<file path="src/rtl/sequence_detector_overlap.sv">
// sequence_detector_overlap
//   Moore FSM that flags every occurrence of the serial pattern 0110 on X,
//   with overlap (the trailing 0 of one match is the leading 0 of the next).
//   Optional feature macro: SEQ_DET_COUNT_EN adds an 8-bit saturating
//   detection counter on port det_count.
module sequence_detector_overlap (
  input  logic       clock,
  input  logic       reset,
  input  logic       X,
  output logic       Y
`ifdef SEQ_DET_COUNT_EN
  ,
  output logic [7:0] det_count
`endif
);

  typedef enum logic [2:0] {
    S0 = 3'd0,  // no useful prefix
    S1 = 3'd1,  // seen "0"
    S2 = 3'd2,  // seen "01"
    S3 = 3'd3,  // seen "011"
    S4 = 3'd4   // seen "0110" (detect)
  } state_t;

  state_t state, state_nxt;

  // State register; reset wins over X on the same edge.
  always_ff @(posedge clock) begin
    if (reset) state <= S0;
    else       state <= state_nxt;
  end

  // Next-state logic; unknown X or unused encodings fall back to idle.
  always_comb begin
    state_nxt = S0;
    if (X === 1'b0) begin
      case (state)
        S0:      state_nxt = S1;
        S1:      state_nxt = S1;
        S2:      state_nxt = S1;
        S3:      state_nxt = S4;
        S4:      state_nxt = S1;
        default: state_nxt = S0;
      endcase
    end else if (X === 1'b1) begin
      case (state)
        S0:      state_nxt = S0;
        S1:      state_nxt = S2;
        S2:      state_nxt = S3;
        S3:      state_nxt = S0;
        S4:      state_nxt = S2;  // overlap: trailing 0 + this 1 = "01"
        default: state_nxt = S0;
      endcase
    end
  end

  // Moore output: decoded from the state register only, no path from X.
  always_comb begin
    Y = (state == S4);
  end

`ifdef SEQ_DET_COUNT_EN
  // Saturating detection counter; bumps on the edge that enters S4 so it
  // moves in the same cycle Y rises.
  always_ff @(posedge clock) begin
    if (reset)
      det_count <= 8'd0;
    else if ((state_nxt == S4) && (det_count != 8'hFF))
      det_count <= det_count + 8'd1;
  end
`endif

endmodule

</file>
<file path="config.mk">
export PLATFORM = sky130hd
export DESIGN_NAME = sequence_detector_overlap
export DESIGN_NICKNAME = d
export VERILOG_FILES = /design/src/rtl/sequence_detector_overlap.sv
export SDC_FILE = /design/constraint.sdc
export NUM_CORES = 1
export LEC_CHECK = 0
export ABC_AREA = 1
export BUFFER_PORTS_ARGS = -buffer_cell sky130_fd_sc_hd__buf_4
export CAP_MARGIN = 20
export CORE_AREA = 2 2 39 41
export DETAILED_ROUTE_END_ITERATION = 12
export DIE_AREA = 0 0 41 43
export GPL_ROUTABILITY_DRIVEN = 0
export PLACE_DENSITY = 0.35
export SLEW_MARGIN = 20
export SYNTH_ARGS = -nofsm -noshare
export SYNTH_HDL_FRONTEND = slang
export SYNTH_SLANG_ARGS = --single-unit
</file>
<file path="constraint.sdc">
create_clock -name clock -period 0.8 [get_ports clock]
set_input_delay 0.04 -clock clock [delete_from_list [all_inputs] [get_ports clock]]
set_output_delay 0.04 -clock clock [all_outputs]
set_load 0.005 [all_outputs]
</file>
### Yosys cells after proc, flatten, opt, wreduce, memory -nomap -nowiden

Cells that the tools add are included.

| word-level totals | value |
|---|---|
| register bits | 3 |
| bits in latches | 0 |
| bits in writable memories | 0 |
| ROM bits | 0 |
| logic and storage cells | 14 |
| memories kept | 0 |

| operators by class | value |
|---|---|
| add/subtract/negate cells | 0 |
| multiply operators | 0 |
| divide/modulo/power cells | 0 |
| magnitude comparators | 0 |
| equality and inequality tests | 6 |
| shifts and indexed selects | 0 |
| mux-type cells | 4 |
| bitwise logic cells | 0 |
| reduce and logical (&&, ||, !) cells | 3 |

Operators by type and width:

| operator | count |
|---|---|
| $eq A3 B2 Y1 const B | 2 |
| $pmux W3 S2 | 1 |
| $pmux W2 S2 | 1 |
| $reduce_or A4 Y1 | 1 |
| $eq A3 B1 Y1 const B | 1 |
| $eq A3 B3 Y1 const B | 1 |
| $logic_not A3 Y1 | 1 |
| $mux W3 | 1 |
| $eqx A1 B1 Y1 const B | 2 |
| $mux W2 | 1 |
| $reduce_or A2 Y1 | 1 |

### Longest topological paths before layout

Gate-level depths: netlist of the first run.

| logic depth | value |
|---|---|
| depth in word-level cells | 5 |
| gate-level depth with buffers | 5 |
| gate-level depth less buffers | 5 |

### Worst setup path after synthesis of the first run

No wires, ideal clock.

| path | value |
|---|---|
| kind | register -> register |
| from | register state[1] |
| to | register state[1] |
| arrival | 566 ps |
| data required time | 686 ps |
| path slack | 120 ps |
| cell stages (with the launch flop) | 4 |
| path buffers | 0 |
| period minus slack after synthesis | 680 ps |
| path through | dfxtp_1 -> nand2_1 -> a21oi_1 -> nor2_1 |

| between the ends | value |
|---|---|
| cells in the longest elaborated chain, start to end | 5 |

RTL lines:

| element | line | text |
|---|---|---|
| from (decl) | 25 | `state_t state, state_nxt;` |
| from (signal assigned) | 30 | `else state <= state_nxt;` |
| $eq A3 B3 Y1 / $eq A3 B1 Y1 (equally long branches) | 46 | `case (state)` |
| $reduce_or A2 Y1 (no line) | n/a |  |
| $pmux W2 S2 * | 46 |  |
| $mux W2 * | 45 | `end else if (X === 1'b1) begin` |
| $mux W3 * | 36 | `if (X === 1'b0) begin` |

Every way passes the cells marked *; elsewhere a longest branch is shown, timed or not.
A chain may end at the register's enable or synchronous reset.

### Worst setup path in the final report of the first run

| path | value |
|---|---|
| from | register state[2] |
| to | output Y |

| between the ends | value |
|---|---|
| cells in the longest elaborated chain, start to end | 1 |

RTL lines:

| element | line | text |
|---|---|---|
| $eq A3 B3 Y1 | 59 | `Y = (state == S4);` |
| to (decl) | 10 | `output logic Y` |

No other way between the ends.

==> results of run 1 <==
==> timing repair <==
action,in CTS,in global routing
cloned,0,0
pin swaps,2,2
buffers inserted,1,0
endpoints found under the setup margin,1,2
gates resized for setup,3,5
==> worst min-delay path, cell delays in order <==
cell	delay (ns)
buf_4	0.08
nand2_1	0.04
nand3_1	0.05
a21oi_1	0.04
==> metal layers <==
layer  track usage, %  routed length [um]  vias up
met3            7.853                  40        0
met5                0                   0        -
met4            4.000                   0        0
li1                 -                   -       78
met2            5.313                 149        6
met1            6.109                 122       61
==> stage by stage <==
step | TNS, ns | worst slack [ns] | std cells | util, % | cell area (um2)
after floorplan | 0 | 0.1200 | 21 | - | 142.6
after global placement | 0 | 0.06207 | 40 | 13.38 | 185.2
after detailed placement | 0 | 0.09216 | 40 | 13.38 | 185.2
after CTS | -0.1461 | -0.1326 | 45 | 16.27 | 225.2
after global routing | -0.2120 | -0.1428 | 45 | 16.73 | 231.5
final | -0.08683 | -0.07973 | 45 | 16.73 | 231.5
==> power groups by stage <==
stage / Sequential [W] / Clock, W / Combinational (W)
finish: 0.000158 / 0.000277 / 0.0000493
global route: 0.000158 / 0.000315 / 0.0000560
CTS: 0.000160 / 0.000286 / 0.0000489
detailed placement: 0.000161 / 0 / 0.0000400
global placement: 0.000162 / 0 / 0.0000411
floorplan: 0.000161 / 0 / 0.0000260
==> cell families after synthesis <==
family | share of synthesized area [%]
flops | 42.11
compound gates | 7.018
buf+inv | 13.15
simple gates | 37.72
==> placed cells by master (no fill, tap or decap) <==
| master | count |
|---|---|
| nand2_2 | 1 |
| buf_4 | 4 |
| nor2_4 | 1 |
| dfxtp_4 | 1 |
| a21oi_1 | 1 |
| nor2_1 | 2 |
| nor2_2 | 1 |
| clkbuf_4 | 3 |
| nand3_1 | 2 |
| clkbuf_1 | 1 |
| inv_2 | 3 |
| a21oi_2 | 1 |
| inv_1 | 2 |
| nand2_1 | 4 |
| dfxtp_2 | 2 |
==> final cells by class <==
cell class	instances	area, um2
tap	16	20.02
clock buffer	4	26.28
fill	163	1152
timing repair buffer	4	30.03
inverter	5	18.77
sequential	3	66.31
multi-input combinational	13	70.07
==> worst min path at each step <==
stage / endpoint / slack, ns / cells past startpoint
2_1_floorplan: state[1]$_SDFF_PP0_ / 0.19 / 3
3_5_place_dp: state[1]$_SDFF_PP0_ / 0.32 / 4
4_1_cts: state[1]$_SDFF_PP0_ / 0.06 / 4
6_report: state[0]$_SDFF_PP0_ / 0.06 / 4
5_1_grt: state[1]$_SDFF_PP0_ / 0.07 / 4
3_3_place_gp: state[1]$_SDFF_PP0_ / 0.32 / 4
==> impl_metrics.csv, run 1 <==
group,metric,value,unit
status,status,"finished with violations",
status,violations,"setup timing",
power,p_int,0.0003665,W
floorplanning,row_count,14,
drt,routed_wl,311,um
clock_tree,cts_hold_buf,0,
job,max-cap-violations,0,
placed_design,port_buffers,3,
sta,min_period,0.8797,ns
critical_path,start_kind,"register",
logic_synthesis,synth_edf_count,0,
global_routing,grt_max_degree,5,
logic_synthesis,synth_seq_cells,3,
sta,fin_worst_skew,0.00005249,ns
power,p_leak,0.1028,nW
logic_synthesis,synth_top_cell_by_area,"dfxtp_1",
min_path,hp-start,"X",
drt,post-route-drc-count,0,
clock_tree,cts_tree,"done",
critical_path,crit_path_max_incr_delay,0.36,ns
placed_design,hpwl,216.6,um
clock_tree,clk_latency,0.24,ns
logic_synthesis,ys_types,9,
sta,worst_pin_slew,0.1239,ns
drt,first_pass_iters,4,
sta,slew_headroom,91.72,%
sta,hold_viol,0,
critical_path,worstSetupEndpointType,"output port",
sta,timing.final.ws_setup,-0.07973,ns
logic_synthesis,yosys_warnings,0,
final_layout,top_regs,"state (3)",
logic_synthesis,yosys_most_used_dff,"dfxtp_1",
critical_path,r2r_end,"state[1]$_SDFF_PP0_",
critical_path,crit_family,"flip-flops",
floorplanning,die_area,1763,um2
global_routing,antenna_found_initial,0,
floorplanning,core,1384,um2
sta,slew_viol_final,0,
critical_path,crit_path_end,"Y",
power,p_seq_share,32.6,%
logic_synthesis,syn_inst,21,
clock_tree,cts_sinks,3,
clock_tree,cts_buffers,3,
power,power_frac_clock,57.2,%
critical_path,worst_ep_arrival_time,0.84,ns
drt,viasPerCell,3.222,
drt,avgRoutedWirePerCell,6.911,um
power,ir_drop,0.9806,mV
logic_synthesis,ys_seq_area_share,42.11,%
final_layout,largest_reg_flops,3,
critical_path,timing_worst_setup_path_type,"reg2out",
critical_path,critPathRequiredTime,0.76,ns
clock_tree,htreeDepth,1,
final_layout,final_nets,33,
critical_path,crit_start,"state[2]$_SDFF_PP0_",
floorplanning,io_pins,4,
sta,rsz0062_at_grt,"yes",
clock_tree,cts.reportedPaths.clkPinSlew,0.04,ns
logic_synthesis,syn_area_per_cell,6.792,um2
sta,period_share,110.0,%
critical_path,path_buf_inv,2,
power,power.density,2091,nW/um2
sta,whs,0.06066,ns
final_layout,layout-drive-gt1-share,58.62,%
logic_synthesis,syn_area,142.6,um2
clock_tree,ctsLongestPathBuffers,2,
critical_path,ff2ff_path_depth,5,
global_routing,overflow,0,
sta,setup-violations-final,2,
final_layout,top_register,"state",
critical_path,path_depth,3,
drt,drtAntennaViolNets,0,
power,p_sw_share,24.27,%
power,p_sw,0.0001175,W
min_path,hp-class,"in2reg",
clock_tree,cts_root_buffer,"clkbuf_4",
logic_synthesis,synth_common_cells,"4 x inv_1, 4 x nand2_1, 3 x dfxtp_1, 3 x nor2_1",
drt,vias,145,
floorplanning,die_w,41,um
critical_path,r2r_setup_slack,-0.01,ns
logic_synthesis,netlist_top_cells_area,"dfxtp_1 42%, inv_1 11%, nand2_1 11%",
critical_path,cp_cell_sequence,"inv_2, nor2_2, buf_4",
final_layout,diodes,0,
critical_path,r2r-start,"state[1]$_SDFF_PP0_",
critical_path,cp_max_fo,4,
logic_synthesis,ys_async_sr_fraction,0,%
global_routing,grt_first_pass_wirelength,552,um
global_routing,grt_use_total,5.723,%
floorplanning,initial_core_util,10.31,%
logic_synthesis,syn-num-nets,24,
sta,fmax,1137,MHz
final_layout,syn_to_final_growth,62.28,%
logic_synthesis,synth_top_area_share,42.11,%
floorplanning,die_height,43,um
power,combPwrFrac,10.2,%
power,total_power,0.0004839,W
drt,drt_iter0_drc,9,
critical_path,cp_slowest_cell,"dfxtp_4",
global_routing,grt_pass1_vias,140,
Note: power is estimated with default switching activity, not from simulation.
==> run 2: changes to the inputs <==
Settings changed: PLACE_DENSITY 0.35 to unset, SKIP_LAST_GASP set to 1.
==> impl_metrics.csv, run 2 (same netlist as run 1, synthesis figures left out) <==
group,metric,value,unit
placed_design,hpwl,197.9,um
final_layout,syn_to_final_growth,70.18,%
floorplanning,core,1384,um2
drt,vias,165,
global_routing,grt_pass1_vias,159,
final_layout,seq_area,62.56,um2
clock_tree,cts_buffers,3,
critical_path,worstSetupEndpointType,"output port",
global_routing,grt_max_degree,5,
final_layout,layout-drive-gt1-share,56.67,%
global_routing,grt_first_pass_wirelength,469,um
clock_tree,cts_hold_buf,0,
global_routing,grt.met2_usage,7.813,%
drt,post-route-drc-count,0,
floorplanning,initial_core_util,10.31,%
drt,viasPerCell,3.587,
sta,slew_headroom,90.12,%
sta,setup-violations-final,2,
clock_tree,cts.reportedPaths.clkPinSlew,0.04,ns
floorplanning,die_w,41,um
power,power.density,2058,nW/um2
drt,routed_wl,364,um
final_layout,final_common_cell,"buf_4",
final_layout,finish.instance_area,242.7,um2
status,violations,"setup timing",
sta,min_period,0.9152,ns
power,ir_drop,0.2349,mV
drt,drtAntennaViolNets,0,
critical_path,timing_worst_setup_path_type,"reg2out",
final_layout,diodes,0,
final_layout,layout_common_cells,"5 x buf_4, 4 x inv_1, 3 x nand2_2, 3 x nor2_1, 3 x clkbuf_4",
clock_tree,cts_sinks,3,
sta,period_share,114.4,%
final_layout,final_nets,34,
power,p_leak,0.1099,nW
placed_design,place_area,185.2,um2
sta,fin_worst_skew,0.007397,ns
drt,drt_iter0_drc,0,
global_routing,use_met1,2.244,%
clock_tree,cts_tree,"done",
job,max-cap-violations,0,
sta,slew_viol_final,0,
min_path,hp-class,"in2reg",
final_layout,largest_reg_flops,3,
floorplanning,io_pins,4,
power,total_power,0.0004996,W
critical_path,critPathRequiredTime,0.76,ns
sta,rsz0062_at_grt,"yes",
global_routing,top_usage_layer,"met4",
drt,avgRoutedWirePerCell,7.913,um
floorplanning,row_count,14,
clock_tree,clk_latency,0.24,ns
global_routing,grt_use_total,4.714,%
sta,worst_pin_slew,0.1478,ns
global_routing,overflow,0,
clock_tree,cts_root_buffer,"clkbuf_4",
critical_path,worst_ep_arrival_time,0.88,ns
drt,first_pass_iters,1,
final_layout,top_register,"state",
sta,fmax,1093,MHz
global_routing,antenna_found_initial,0,
final_layout,top_regs,"state (3)",
status,status,"finished with violations",
floorplanning,die_area,1763,um2
clock_tree,htreeDepth,1,
placed_design,port_buffers,3,
clock_tree,ctsLongestPathBuffers,2,
sta,timing.final.ws_setup,-0.1152,ns
global_routing,grtUsageMet3,0,%
critical_path,start_kind,"register",
final_layout,multiInputGateArea,77.57,um2
final_layout,fill_cells,162,
critical_path,cp_max_fo,4,
sta,hold_viol,0,
floorplanning,die_height,43,um
-- run 2: worst max-delay path: stages (launching register included) --
cell,delay [ns]
dfxtp_2,0.36
inv_1,0.06
nor2_1,0.10
buf_4,0.11
-- run 2: area by class of cell --
| cell class | instances | share of cell area (%) |
|---|---|---|
| inverter | 5 | 7.732 |
| timing repair buffer | 5 | 15.46 |
| sequential | 3 | 25.77 |
| multi-input combinational | 13 | 31.96 |
| tap | 16 | 8.247 |
| clock buffer | 4 | 10.82 |
-- run 2: final timing paths --
check	cells past startpoint	slack (ns)	startpoint	to
worst max-delay path	3	-0.12	state[2]$_SDFF_PP0_	Y
worst min-delay path	4	0.05	reset	state[1]$_SDFF_PP0_
worst max register to register	5	-0.05	state[1]$_SDFF_PP0_	state[1]$_SDFF_PP0_
worst min register to register	1	0.48	state[2]$_SDFF_PP0_	state[0]$_SDFF_PP0_
-- run 2: metal layers --
| metal | share of wire [%] | routed length, um |
|---|---|---|
| met5 | 0 | 0 |
| met4 | 6.6 | 24 |
| met3 | 2.7 | 10 |
| met2 | 61 | 222 |
| met1 | 29 | 107 |
-- run 2: per-stage QoR --
stage          util [%]  setup slack [ns]  TNS, ns  hold WS (ns)  cells
4_1_cts           16.46           -0.1251  -0.1452       0.05212     46
2_1_floorplan         -            0.1200        0        0.1870     21
3_5_place_dp      13.38           0.08731        0        0.3215     40
6_report          17.54           -0.1152  -0.1605       0.05207     46
3_3_place_gp      13.38           0.09270        0        0.3177     40
5_1_grt           17.54           -0.1438  -0.2294       0.07042     46
-- run 2: power breakdown --
part / internal (W) / total, W / switching, W
clock network: 0.000188 / 0.000283 / 0.0000948
logic: 0.0000286 / 0.0000570 / 0.0000285
registers: 0.000156 / 0.000160 / 0.00000336
-- run 2: what timing repair did --
item	4_1_cts	5_1_grt
pin swaps	2	3
resized for setup	1	5
hold endpoints to repair	0	0
setup buffers	2	0
setup endpoints to repair	1	3
==> run 3: changes to the inputs <==
--- a/config.mk
+++ b/config.mk
@@ -13,4 +13,5 @@
 export DIE_AREA = 0 0 41 43
 export GPL_ROUTABILITY_DRIVEN = 0
+export SKIP_CTS_REPAIR_TIMING = 1
 export SKIP_LAST_GASP = 1
 export SLEW_MARGIN = 20
==> constraint.sdc (replaced) <==
create_clock -name clock -period 0.8 [get_ports clock]
set_input_delay 0.04 -clock clock [delete_from_list [all_inputs] [get_ports clock]]
set_output_delay 0.04 -clock clock [all_outputs]
set_load 0.05 [all_outputs]
==> impl_metrics.csv, run 3 (same netlist as run 1, synthesis figures left out) <==
group,metric,value,unit
sta,fin_worst_skew,0.001439,ns
sta,hold_viol,0,
final_layout,final_nets,33,
critical_path,cp_max_fo,4,
sta,period_share,118.2,%
sta,worst_pin_slew,0.1154,ns
critical_path,worst_ep_arrival_time,0.91,ns
clock_tree,clk_latency,0.23,ns
final_layout,syn_to_final_growth,68.42,%
drt,routed_wl,272,um
clock_tree,cts_buffers,3,
placed_design,pre_cts_ws,0.03516,ns
final_layout,final_common_cell,"nand2_1",
critical_path,r2r-start,"state[1]$_SDFF_PP0_",
final_layout,largest_reg_flops,3,
floorplanning,io_pins,4,
global_routing,grt_max_degree,5,
sta,fmax,1058,MHz
placed_design,place_area,192.7,um2
final_layout,top_register,"state",
sta,slew_viol_final,0,
floorplanning,die_height,43,um
critical_path,worstSetupEndpointType,"output port",
status,status,"finished with violations",
final_layout,top_regs,"state (3)",
sta,timing.final.ws_setup,-0.1455,ns
drt,drt_iter0_drc,2,
placed_design,hpwl,202.9,um
drt,drtAntennaViolNets,0,
floorplanning,row_count,14,
critical_path,crit_path_end,"Y",
final_layout,layout_common_cells,"4 x nand2_1, 3 x inv_2, 3 x clkbuf_4, 3 x buf_4",
critical_path,start_kind,"register",
power,p_leak,0.1034,nW
sta,setup_tns,-0.1639,ns
placed_design,port_buffers,3,
power,ir_drop,0.2533,mV
global_routing,overflow,0,
clock_tree,cts.reportedPaths.clkPinSlew,0.04,ns
job,max-cap-violations,0,
drt,viasPerCell,3.111,
critical_path,r2r_setup_slack,-0.02,ns
floorplanning,core,1384,um2
drt,post-route-drc-count,0,
critical_path,ff2ff_path_depth,5,
critical_path,crit_start,"state[1]$_SDFF_PP0_",
power,power.density,1960,nW/um2
status,violations,"setup timing",
critical_path,critPathRequiredTime,0.76,ns
final_layout,finish.instance_area,240.2,um2
clock_tree,cts_sinks,3,
drt,first_pass_iters,2,
sta,rsz0062_at_grt,"yes",
clock_tree,htreeDepth,1,
final_layout,diodes,0,
global_routing,grt_use_total,4.012,%
floorplanning,die_w,41,um
critical_path,timing_worst_setup_path_type,"reg2out",
drt,avgRoutedWirePerCell,6.044,um
sta,setup-violations-final,2,
sta,min_period,0.9455,ns
critical_path,r2r_end,"state[0]$_SDFF_PP0_",
clock_tree,ctsLongestPathBuffers,2,
final_layout,layout-drive-gt1-share,48.28,%
drt,vias,140,
global_routing,grt_pass1_vias,125,
floorplanning,die_area,1763,um2
min_path,hp-class,"in2reg",
clock_tree,cts_root_buffer,"clkbuf_4",
sta,slew_headroom,92.30,%
clock_tree,cts_tree,"done",
floorplanning,initial_core_util,10.31,%
global_routing,antenna_found_initial,0,
global_routing,grt_first_pass_wirelength,393,um
run 3: cell count changes in the layout (fill, tap and decap cells not counted), moves of 2 or more:
cell     delta
nand2_1     +2
inv_2       +2
inv_1       -2
nand2_2     -3
buf_4       -2
run 3: where the power goes:
group	switching (W)	leakage [nW]	internal (W)
Sequential	0.00000358	0.0251	0.000156
Combinational	0.0000267	0.0634	0.0000229
Clock	0.0000748	0.0150	0.000187
run 3: cell type report:
type                    instances  area (um2)
clock buffers                   4       26.28
fillers                       164        1144
inverters                       5       18.77
multi-input cells              13       76.32
flip-flops and latches          3       61.31
well taps                      16       20.02
repair buffers                  4       37.54
run 3: worst min path at each step:
stage,from,to,slack (ns),depth (start not counted)
6_report,reset,state[1]$_SDFF_PP0_,0.07,4
3_5_place_dp,reset,state[1]$_SDFF_PP0_,0.31,4
5_1_grt,reset,state[1]$_SDFF_PP0_,0.08,4
4_1_cts,reset,state[1]$_SDFF_PP0_,0.06,4
3_3_place_gp,reset,state[1]$_SDFF_PP0_,0.32,4
2_1_floorplan,reset,state[1]$_SDFF_PP0_,0.19,3
run 3: layer usage:
metal | up-vias | share of wire, % | global-route usage, %
li1 | 77 | - | -
met1 | 61 | 34 | 2.885
met2 | 2 | 62 | 5.000
met3 | 0 | 3.7 | 0
met4 | 0 | 0 | 10.00
met5 | - | 0 | 0
run 3: per-stage QoR:
step,util (%),power (W),hold slack [ns],instances
finish,17.36,0.0004709,0.07085,45
detailed placement,13.92,0.0002042,0.3128,40
CTS,15.82,0.0004822,0.06359,44
floorplan,-,0.0001903,0.1870,21
global route,17.36,0.0005039,0.07884,45
global placement,13.92,0.0002046,0.3168,40
run 3: worst max-delay path, cell delays in order (launching register included):
cell and delay, ns:
dfxtp_1 0.31, inv_2 0.07, nand2_4 0.06, nor2_4 0.08
buf_8 0.15
